==> src/rtl/rand_pick_pkg.sv <==
// rand_pick_pkg: shared state encoding, default sizing and pick width for rand_pick
package rand_pick_pkg;
  localparam int PICK_W        = 3;
  localparam int DEF_NUM_VALS  = 7;
  localparam int DEF_MAX_RETRY = 4;
  typedef enum logic [1:0] {
    IDLE   = 2'd0,
    SAMPLE = 2'd1,
    OFFER  = 2'd2
  } state_t;
endpackage

==> src/rtl/rand_pick_edge_rise.sv <==
// edge_rise: 1-bit rising-edge detector, delay flop resets to RST_VAL
module edge_rise #(
  parameter logic RST_VAL = 1'b1
) (
  input  logic clk,
  input  logic rst,
  input  logic i_d,
  output logic o_rise
);
  logic r_d;
  // delay flop; resetting it high masks a level already high at reset release
  always_ff @(posedge clk) r_d <= rst ? RST_VAL : i_d;
  assign o_rise = i_d & ~r_d;
endmodule

==> src/rtl/rand_pick.sv <==
// rand_pick: samples the random source on a request edge and offers one validated pick (macro NO_REPEAT_EN)
module rand_pick
  import rand_pick_pkg::*;
#(
  parameter int NUM_VALS  = DEF_NUM_VALS,
  parameter int MAX_RETRY = DEF_MAX_RETRY,
  parameter int CNT_W     = 8
) (
  input  logic                clk,
  input  logic                rst,
  input  logic [PICK_W-1:0]   r_in,
  input  logic                req,
  output logic [PICK_W-1:0]   pick,
  output logic                pick_valid,
  input  logic                pick_ready,
  output logic                busy,
  output logic [CNT_W-1:0]    pick_count
);
  localparam int RW = $clog2(MAX_RETRY + 2);
  state_t            r_state, w_next;
  logic [RW-1:0]     r_retry;
  logic [PICK_W-1:0] r_pick, r_last, w_force, w_val;
  logic [CNT_W-1:0]  r_count;
  logic              r_valid, r_have_last;
  logic              w_edge, w_illegal, w_repeat, w_reject, w_exhausted, w_accept;

  edge_rise #(.RST_VAL(1'b1)) u_edge (
    .clk    (clk),
    .rst    (rst),
    .i_d    (req),
    .o_rise (w_edge)
  );

  assign w_illegal = 32'(r_in) >= NUM_VALS;
`ifdef NO_REPEAT_EN
  assign w_repeat = r_have_last && (r_in == r_last);
`else
  assign w_repeat = 1'b0;
`endif
  assign w_reject    = w_illegal | w_repeat;
  assign w_exhausted = 32'(r_retry) == MAX_RETRY;
  assign w_accept    = ~w_reject | w_exhausted;
  assign w_force     = !r_have_last ? '0 : (32'(r_last) == NUM_VALS - 1) ? '0 : r_last + 3'd1;
  assign w_val       = w_reject ? w_force : r_in;

  assign pick       = r_pick;
  assign pick_valid = r_valid;
  assign pick_count = r_count;
  assign busy       = r_state != IDLE;

  // state register
  always_ff @(posedge clk) r_state <= rst ? IDLE : w_next;

  // next state: request edge starts sampling, accept moves to offer, handshake returns to idle
  always_comb begin
    w_next = r_state;
    case (r_state)
      IDLE:    w_next = w_edge ? SAMPLE : IDLE;
      SAMPLE:  w_next = w_accept ? OFFER : SAMPLE;
      OFFER:   w_next = (r_valid & pick_ready) ? IDLE : OFFER;
      default: w_next = IDLE;
    endcase
  end

  // pick, history, retry and completion counter
  always_ff @(posedge clk) begin
    if (rst) begin
      r_pick      <= '0;
      r_valid     <= 1'b0;
      r_count     <= '0;
      r_last      <= '0;
      r_have_last <= 1'b0;
      r_retry     <= '0;
    end else begin
      case (r_state)
        IDLE: if (w_edge) r_retry <= '0;
        SAMPLE: begin
          if (w_accept) begin
            r_pick      <= w_val;
            r_last      <= w_val;
            r_have_last <= 1'b1;
            r_valid     <= 1'b1;
          end else begin
            r_retry <= r_retry + RW'(1);
          end
        end
        OFFER: begin
          if (r_valid & pick_ready) begin
            r_valid <= 1'b0;
            r_count <= r_count + CNT_W'(1);
          end
        end
        default: ;
      endcase
    end
  end
endmodule

==> config.mk <==
export PLATFORM = sky130hd
export DESIGN_NAME = rand_pick
export DESIGN_NICKNAME = d
export VERILOG_FILES = /design/src/rtl/rand_pick_pkg.sv /design/src/rtl/rand_pick_edge_rise.sv /design/src/rtl/rand_pick.sv
export SDC_FILE = /design/constraint.sdc
export NUM_CORES = 1
export LEC_CHECK = 0
export ABC_AREA = 0
export CORE_MARGIN = 3
export CORE_UTILIZATION = 47
export DETAILED_ROUTE_END_ITERATION = 8
export HOLD_SLACK_MARGIN = 0.02
export PLACE_DENSITY = 0.78
export REMOVE_ABC_BUFFERS = 1
export SYNTH_ARGS = -nofsm -noshare
export SYNTH_HDL_FRONTEND = slang
export SYNTH_SLANG_ARGS = --single-unit
==> constraint.sdc <==
create_clock -name clk -period 1.9 [get_ports clk]
set_clock_uncertainty 0.15 [all_clocks]
set_input_delay 0.285 -clock clk [delete_from_list [all_inputs] [get_ports clk]]
set_output_delay 0.285 -clock clk [all_outputs]
set_load 0.05 [all_outputs]
Word level (Yosys, flattened, before mapping). Cells that the tools add are included.

Flip-flop bits (word level): 19. Word-level logic and storage cells: 45.

$add $sub $neg: 3. Magnitude comparators: 1. Eq/ne operators: 8. Multiplexer cells: 13. Bitwise gates (word level): 5. Reduce and logical (&&, ||, !) cells: 8.

Operator list (count): 2-to-1 mux 3 bit (5); adder 8 x 1 -> 8 bit (second input constant) (1); != test 2 bit (second input constant) (4); adder 3 x 1 -> 3 bit (second input constant) (2); equality test 3 bit (second input constant) (2); one-hot mux 2 bit (3 select lines) (1); one-hot mux 3 bit (2 select lines) (1); AND reduction 3 bit (2); nonzero test 2 bit (3); 2-to-1 mux 2 bit (2); AND reduction 2 bit (2); greater-or-equal comparator 3 bit (second input constant) (1); 2-to-1 mux 1 bit (3); AND 1 bit (2); equality test 2 x 1 -> 1 bit (second input constant) (1); equality test 2 bit (second input constant) (1); zero test 2 bit (1); inverter 1 bit (2); one-hot mux 1 bit (2 select lines) (1); OR 1 bit (1).

Depth between registers and ports, before layout. Gate-level depths: netlist of run 1.

Depth after elaboration: 5. Depth in mapped cells: 6. Mapped depth without buffers: 6.

Modules after synthesis. Synthesis of run 1 repeated with hierarchy kept, for this count alone.

Cells, all modules: 110. Area, all modules: 968.4 sq um.

Modules (own cells, without submodules): rand_pick (times used 1, cells each 107, area an instance 935.9 sq um, sequential area each 360.3 sq um); edge_rise (times used 1, cells each 3, area an instance 32.5 sq um, sequential area each 20.0 sq um).

Least setup slack after synthesis of run 1. Ideal clock, no wire load.

Kind: register -> register. From: reg r_valid, in the netlist pick_valid. To: reg r_count[7], in the netlist pick_count[7]. Arrival time: 1.372 ns. Required time: 1.622 ns. Slack: 0.250 ns. Stages on the path, launching flop included: 5. Clock period less this slack: 1.650 ns. Cells stage by stage: dfxtp_1 > nand4b_2 > nor4_2 > xnor2_1 > nor2_1.

Word-level cells in the longest chain between the ends: 2.

RTL lines: from (decl) (line rand_pick.sv:24) `logic r_valid, r_have_last;`; from (signal assigned) (line rand_pick.sv:69) `r_valid <= 1'b0;`; from (signal assigned) (line rand_pick.sv:82) `r_valid <= 1'b1;`; from (signal assigned) (line rand_pick.sv:89) `r_valid <= 1'b0;`; AND 1 bit (line rand_pick.sv:88) `if (r_valid & pick_ready) begin`; AND reduction 2 bit (no source line); to (signal assigned) (line rand_pick.sv:90) `r_count <= r_count + CNT_W'(1);`; to (decl) (line rand_pick.sv:23) `logic [CNT_W-1:0] r_count;`.

No other way between the ends. A chain may end at the register's enable or synchronous reset.

Worst setup path after layout of run 1.
From: reg r_retry[0]. To: reg r_last[2].

Word-level cells in the longest chain between the ends: 3.

RTL lines: from (decl) (line rand_pick.sv:21) `logic [RW-1:0] r_retry;`; from (signal assigned) (line rand_pick.sv:84) `r_retry <= r_retry + RW'(1);`; equality test 3 bit (line rand_pick.sv:41) `assign w_exhausted = 32'(r_retry) == MAX_RETRY;`; OR 1 bit (line rand_pick.sv:42) `assign w_accept = ~w_reject | w_exhausted;`; AND reduction 2 bit (no source line); to (signal assigned) (line rand_pick.sv:80) `r_last <= w_val;`; to (decl) (line rand_pick.sv:22) `logic [PICK_W-1:0] r_pick, r_last, w_force, w_val;`.

No other way between the ends.

==> results of run 1 <==
-- power by group --
group	internal [mW]	switching, mW
registers	0.404	0.00618
clock network	0.0815	0.122
logic	0.0291	0.0372
total	0.515	0.166
-- metrics by stage --
| step | power, mW | util | setup WS, ps | hold WS, ps |
|---|---|---|---|---|
| final | 0.681 | 0.680 | 296 | 342 |
| after global routing | 0.702 | 0.680 | 133 | 388 |
| after CTS | 0.679 | 0.680 | 299 | 339 |
| after detailed placement | 0.486 | 0.664 | 104 | 323 |
| after global placement | 0.485 | 0.664 | 172 | 311 |
| after floorplan | 0.451 | - | 263 | 204 |
-- area by class of cell --
class	instances	area (um^2)	share of cell area
repair buffers	22	180	0.164
well taps	24	30.0	0.0274
inverters	5	18.8	0.0171
multi-input cells	75	460	0.420
clock buffers	4	26.3	0.0240
flip-flops and latches	19	380	0.347
-- worst max-delay path: cells and delay by family (launching register included) --
kind / cells / cell delay (ps)
AOI/OAI and AO/OA: 2 / 210
adders and majority gates: 1 / 210
buffers and inverters: 2 / 230
DFF: 1 / 400
and+or+nand+nor: 2 / 330
-- how the worst max path moves through the flow --
stage,cells after the start,startpoint,to
2_1_floorplan,4,pick_valid,pick_count[7]
3_3_place_gp,4,pick_ready,pick_count[3]
3_5_place_dp,5,pick_ready,pick_count[7]
4_1_cts,7,r_retry[0],r_last[2]
5_1_grt,7,r_retry[0],r_last[0]
6_report,7,r_retry[0],r_last[2]
-- placed cells by master, fill, tap and decap left out, drive strengths merged, types with 4 or more instances in the layout --
master and instances:
dfxtp 19, buf 16, nand2 11, a21oi 10, nor2 8, nand3 6
clkdlybuf4s50 6, inv 5, o21ai 5, nor3 4, xnor2 4, clkbuf 4
-- kinds of logic (layout without fill, tap and decap cells) --
family	after synthesis	count (layout)	share of synthesized area
buffers and inverters	7	31	0.0303
and+or+nand+nor	44	44	0.274
AOI/OAI and AO/OA	21	21	0.143
adders and majority gates	3	3	0.0433
xor gates and xnor gates	7	7	0.0707
DFF	19	19	0.439
-- state kept, by name, summed over array words and instances, names as in the netlist --
register and flops:
pick_count 8, pick_valid 1, r_have_last 1, r_last 3, r_retry 3, r_state 2
u_edge.r_d 1
-- per-layer routing --
layer	GRT usage	routed length, um	vias up
met5	0	0	-
met4	0.0427	21	0
met3	0.0367	46	4
met2	0.253	830	14
met1	0.195	853	351
li1	-	-	402
==> results.json, run 1 <==
{
  "die_x_um": 49.0,
  "max_freq_ghz": 0.624,
  "yosys-top-cells-count": "dfxtp_1, nand2_1, a21oi_1, nor2_1, nand3_1",
  "instances_no_fill": 149,
  "netlist_top_cells_area": "dfxtp_1, a21oi_1, nand2_1",
  "period_needed_ps": 1600,
  "syn_to_final_growth_pct": 26.4,
  "dp.cells": 145,
  "grt_max_degree": 12,
  "ys_seq_area_frac": 0.439,
  "synth_warnings": 0,
  "rows": 14,
  "ctsHoldBuffers": 0,
  "drt_iter0_drc": 15,
  "arrival_ps": 1670,
  "p_leak_nw": 0.431,
  "postCtsSetupBuffers": 0,
  "cts-root-buf": "clkbuf_4",
  "portBuffers": 19,
  "synthDistinctLibCells": 33,
  "path_clk_slew_ps": 110,
  "final_area_um2": 1100,
  "start_util": 0.538,
  "cp-end-kind": "flip-flop",
  "ir_drop_uv": 441,
  "p_per_area_nw_per_um2": 621,
  "htree_levels": 1,
  "relSlewSlack": 0.726,
  "r2r_start": "r_retry[0]",
  "final-hold-violation-count": 0,
  "final_max_slew_viol_count": 0,
  "ant_nets": 0,
  "clockBufferDepth": 2,
  "slowest_stage": "dfxtp_1",
  "r2r_cells": 7,
  "synth_most_common_cell": "dfxtp_1",
  "hold_path_end": "r_have_last",
  "grt_pass1_vias": 704,
  "synth_top_cell_by_area": "dfxtp_1",
  "startpoint_type": "flip-flop",
  "reg2reg_to": "r_last[2]",
  "cpPeakStageDelay_ps": 400,
  "required_ps": 1970,
  "antenna_found_initial": 0,
  "run_status": "complete, no violations",
  "critPathKind": "flip-flop to flip-flop",
  "insertion_delay_ps": 290,
  "hp-start": "r_have_last",
  "synth_area_per_cell_um2": 8.58,
  "min_path_type": "flip-flop to flip-flop",
  "via_per_inst": 5.17,
  "syn-cell-area_um2": 867,
  "dp_hpwl_mm": 1.35,
  "ys_seq_elements": 19,
  "routed_wl_mm": 1.75,
  "ys.flop_type": "dfxtp_1",
  "vias": 771,
  "antenna_cells": 0,
  "drive_above_1_share": 0.192,
  "cts_tree": "built",
  "ff2ff_setup_slack_ps": 300,
  "fin_setup_tns_ps": 0,
  "drc_errors": 0,
  "first_pass_iters": 4,
  "yosysTopAreaCellShare": 0.439,
  "place_area_um2": 1070,
  "grt_pass1_wl_mm": 2.93,
  "clock_sinks": 19,
  "die_y_um": 49.0,
  "io_pins": 20,
  "wl_per_cell_um": 11.8,
  "cp_max_fo": 5,
  "rsz0062_at_grt": "no",
  "fin_nets": 136,
  "path_cells": "inv_1 -> ha_1 -> and2_1 -> o21ai_1 -> buf_4 -> a21oi_1 -> nor3_1",
  "cts_made_buffers": 3,
  "drv_cap": 0,
  "ys_async_sr_fraction": 0,
  "core_um2": 1610,
  "setup_viol": 0,
  "overflow": 0,
  "dieArea_um2": 2400,
  "final.fill_count": 134,
  "holdPathStages": 2,
  "synth_enable_flop_cells": 0,
  "tightestPinTransition_ps": 411,
  "netlist_instances": 101,
  "place_congestion": 0.853,
  "post_cts_resized": 0,
  "final.period_utilization": 0.844,
  "grt_use_total": 0.152
}
No activity file was read; power rests on OpenSTA's default activity.
==> run 2, diff against run 1 <==
- clock period: 1.9 -> 1.6 ns (I/O delays scaled with it)
==> run 2 against run 1 <==
- sequential share of layout area decreased by 6.9 points
- worst setup slack got worse by 250 ps
- sequential power increased by 19%
- die area unchanged
- fmax increased by 3.0%
- register-to-register slack got worse by 250 ps
- wire length increased by 24%
- cell area increased by 27%
- critical path depth decreased by 1
- core utilization increased by 18 points
- first-iteration DRC count increased by 33%
- critical path type unchanged
- critical endpoint is now r_last[1]
- highest routed layer unchanged
==> results.json, run 2 (synthesis gave the netlist of run 1 again) <==
{
  "run_status": "complete, no violations",
  "cp-end-kind": "flip-flop",
  "ctsHoldBuffers": 0,
  "ir_drop_uv": 705,
  "syn_to_final_growth_pct": 60.2,
  "final.fill_count": 91,
  "reg2reg_to": "r_last[1]",
  "place_area_um2": 1310,
  "path_clk_slew_ps": 120,
  "multi_input_area_um2": 487,
  "r2r_start": "r_retry[0]",
  "routed_wl_mm": 2.17,
  "grt_max_degree": 14,
  "insertion_delay_ps": 300,
  "startpoint_type": "flip-flop",
  "cp_max_fo": 3,
  "vias": 883,
  "final_common_cell": "buf_4",
  "dieArea_um2": 2400,
  "holdPathStages": 2,
  "drc_errors": 0,
  "start_util": 0.538,
  "slowest_stage": "dfxtp_2",
  "wl_per_cell_um": 13.3,
  "hold_path_end": "r_have_last",
  "cts-root-buf": "clkbuf_4",
  "io_pins": 20,
  "required_ps": 1660,
  "crit_buf_inv": 1,
  "ant_nets": 0,
  "dp_hpwl_mm": 1.59,
  "cpPeakStageDelay_ps": 340,
  "arrival_ps": 1610,
  "final.period_utilization": 0.973,
  "finalPower_mw": 0.844,
  "grt_use_total": 0.191,
  "ff2ff_setup_slack_ps": 40,
  "drt_iter0_drc": 20,
  "tightestPinTransition_ps": 324,
  "layout_common_cells": "buf_4, dfxtp_1, buf_12, nand2_1, a21oi_1",
  "core_um2": 1610,
  "cts_tree": "built",
  "fin_util": 0.862,
  "clock_sinks": 19,
  "critPathKind": "flip-flop to flip-flop",
  "hp-start": "r_have_last",
  "r2r_cells": 6,
  "die_y_um": 49.0,
  "clockBufferDepth": 2,
  "final_area_um2": 1390,
  "antenna_cells": 0,
  "drive_above_1_share": 0.338,
  "setup_viol": 0,
  "htree_levels": 1,
  "die_x_um": 49.0,
  "p_leak_nw": 0.542,
  "drv_cap": 0,
  "grt_pass1_wl_mm": 3.53,
  "final-hold-violation-count": 0,
  "path_cells": "inv_1 -> ha_1 -> and2_4 -> o21ai_4 -> a21oi_2 -> nor4_2",
  "portBuffers": 19,
  "overflow": 0,
  "relSlewSlack": 0.783,
  "period_needed_ps": 1560,
  "via_per_inst": 5.42,
  "antenna_found_initial": 0,
  "max_freq_ghz": 0.642,
  "path_delay_family": "simple AND/OR/NAND/NOR gates",
  "rows": 14,
  "cts_made_buffers": 3,
  "largest_register_ffs": 8,
  "grt_pass1_vias": 831,
  "seq_area_um2": 387,
  "setup_ws_ps": 43.0,
  "place_congestion": 0.903,
  "min_path_type": "flip-flop to flip-flop",
  "final_max_slew_viol_count": 0,
  "dp_slack_ps": -110,
  "first_pass_iters": 4,
  "p_per_area_nw_per_um2": 608,
  "fin_nets": 150
}
## run 2: final cells by class
| cell class | count | share of cell area |
|---|---|---|
| Clock buffer | 3 | 0.0162 |
| Tap cell | 24 | 0.0216 |
| Timing Repair Buffer | 36 | 0.316 |
| Sequential cell | 19 | 0.278 |
| Clock inverter | 1 | 0.00360 |
| Inverter | 5 | 0.0135 |
| Multi-Input combinational cell | 75 | 0.350 |
## run 2: worst max path at each step
stage | from | end | cells past startpoint
CTS | r_retry[1] | r_last[1] | 6
floorplan | pick_valid | pick_count[7] | 4
finish | r_retry[0] | r_last[1] | 6
global route | r_retry[0] | r_last[1] | 6
global placement | r_in[1] | r_last[2] | 6
detailed placement | pick_ready | pick_count[7] | 5
## run 2: metrics by stage
step / TNS, ps / hold slack [ps] / instances
finish: 0 / 347 / 163
global route: -7.17 / 372 / 163
CTS: 0 / 341 / 161
detailed placement: -703 / 319 / 157
global placement: -196 / 302 / 157
floorplan: -99.3 / 159 / 99
## run 2: power by group
group / switching (mW) / internal [mW]
combinational: 0.0512 / 0.0538
sequential: 0.00902 / 0.479
clock: 0.158 / 0.0932
total: 0.218 / 0.626
## run 2: repair_timing
action,4_1_cts,5_1_grt
endpoints found under the setup margin,1,4
pin swaps,0,2
resized for setup,1,10
buffers inserted,0,2
## run 2: metal layers
metal | share of wire | vias up | wire, um | track usage
met5 | 0 | - | 0 | 0
met1 | 0.44 | 425 | 964 | 0.206
met4 | 0.0097 | 0 | 21 | 0.109
met3 | 0.044 | 2 | 96 | 0.0489
li1 | - | 430 | - | -
met2 | 0.50 | 26 | 1090 | 0.335
## run 2: tightest hold or removal path: stages, from the launching register on
cell	delay, ps
dfxtp_1	330
inv_1	70
a21oi_1	60
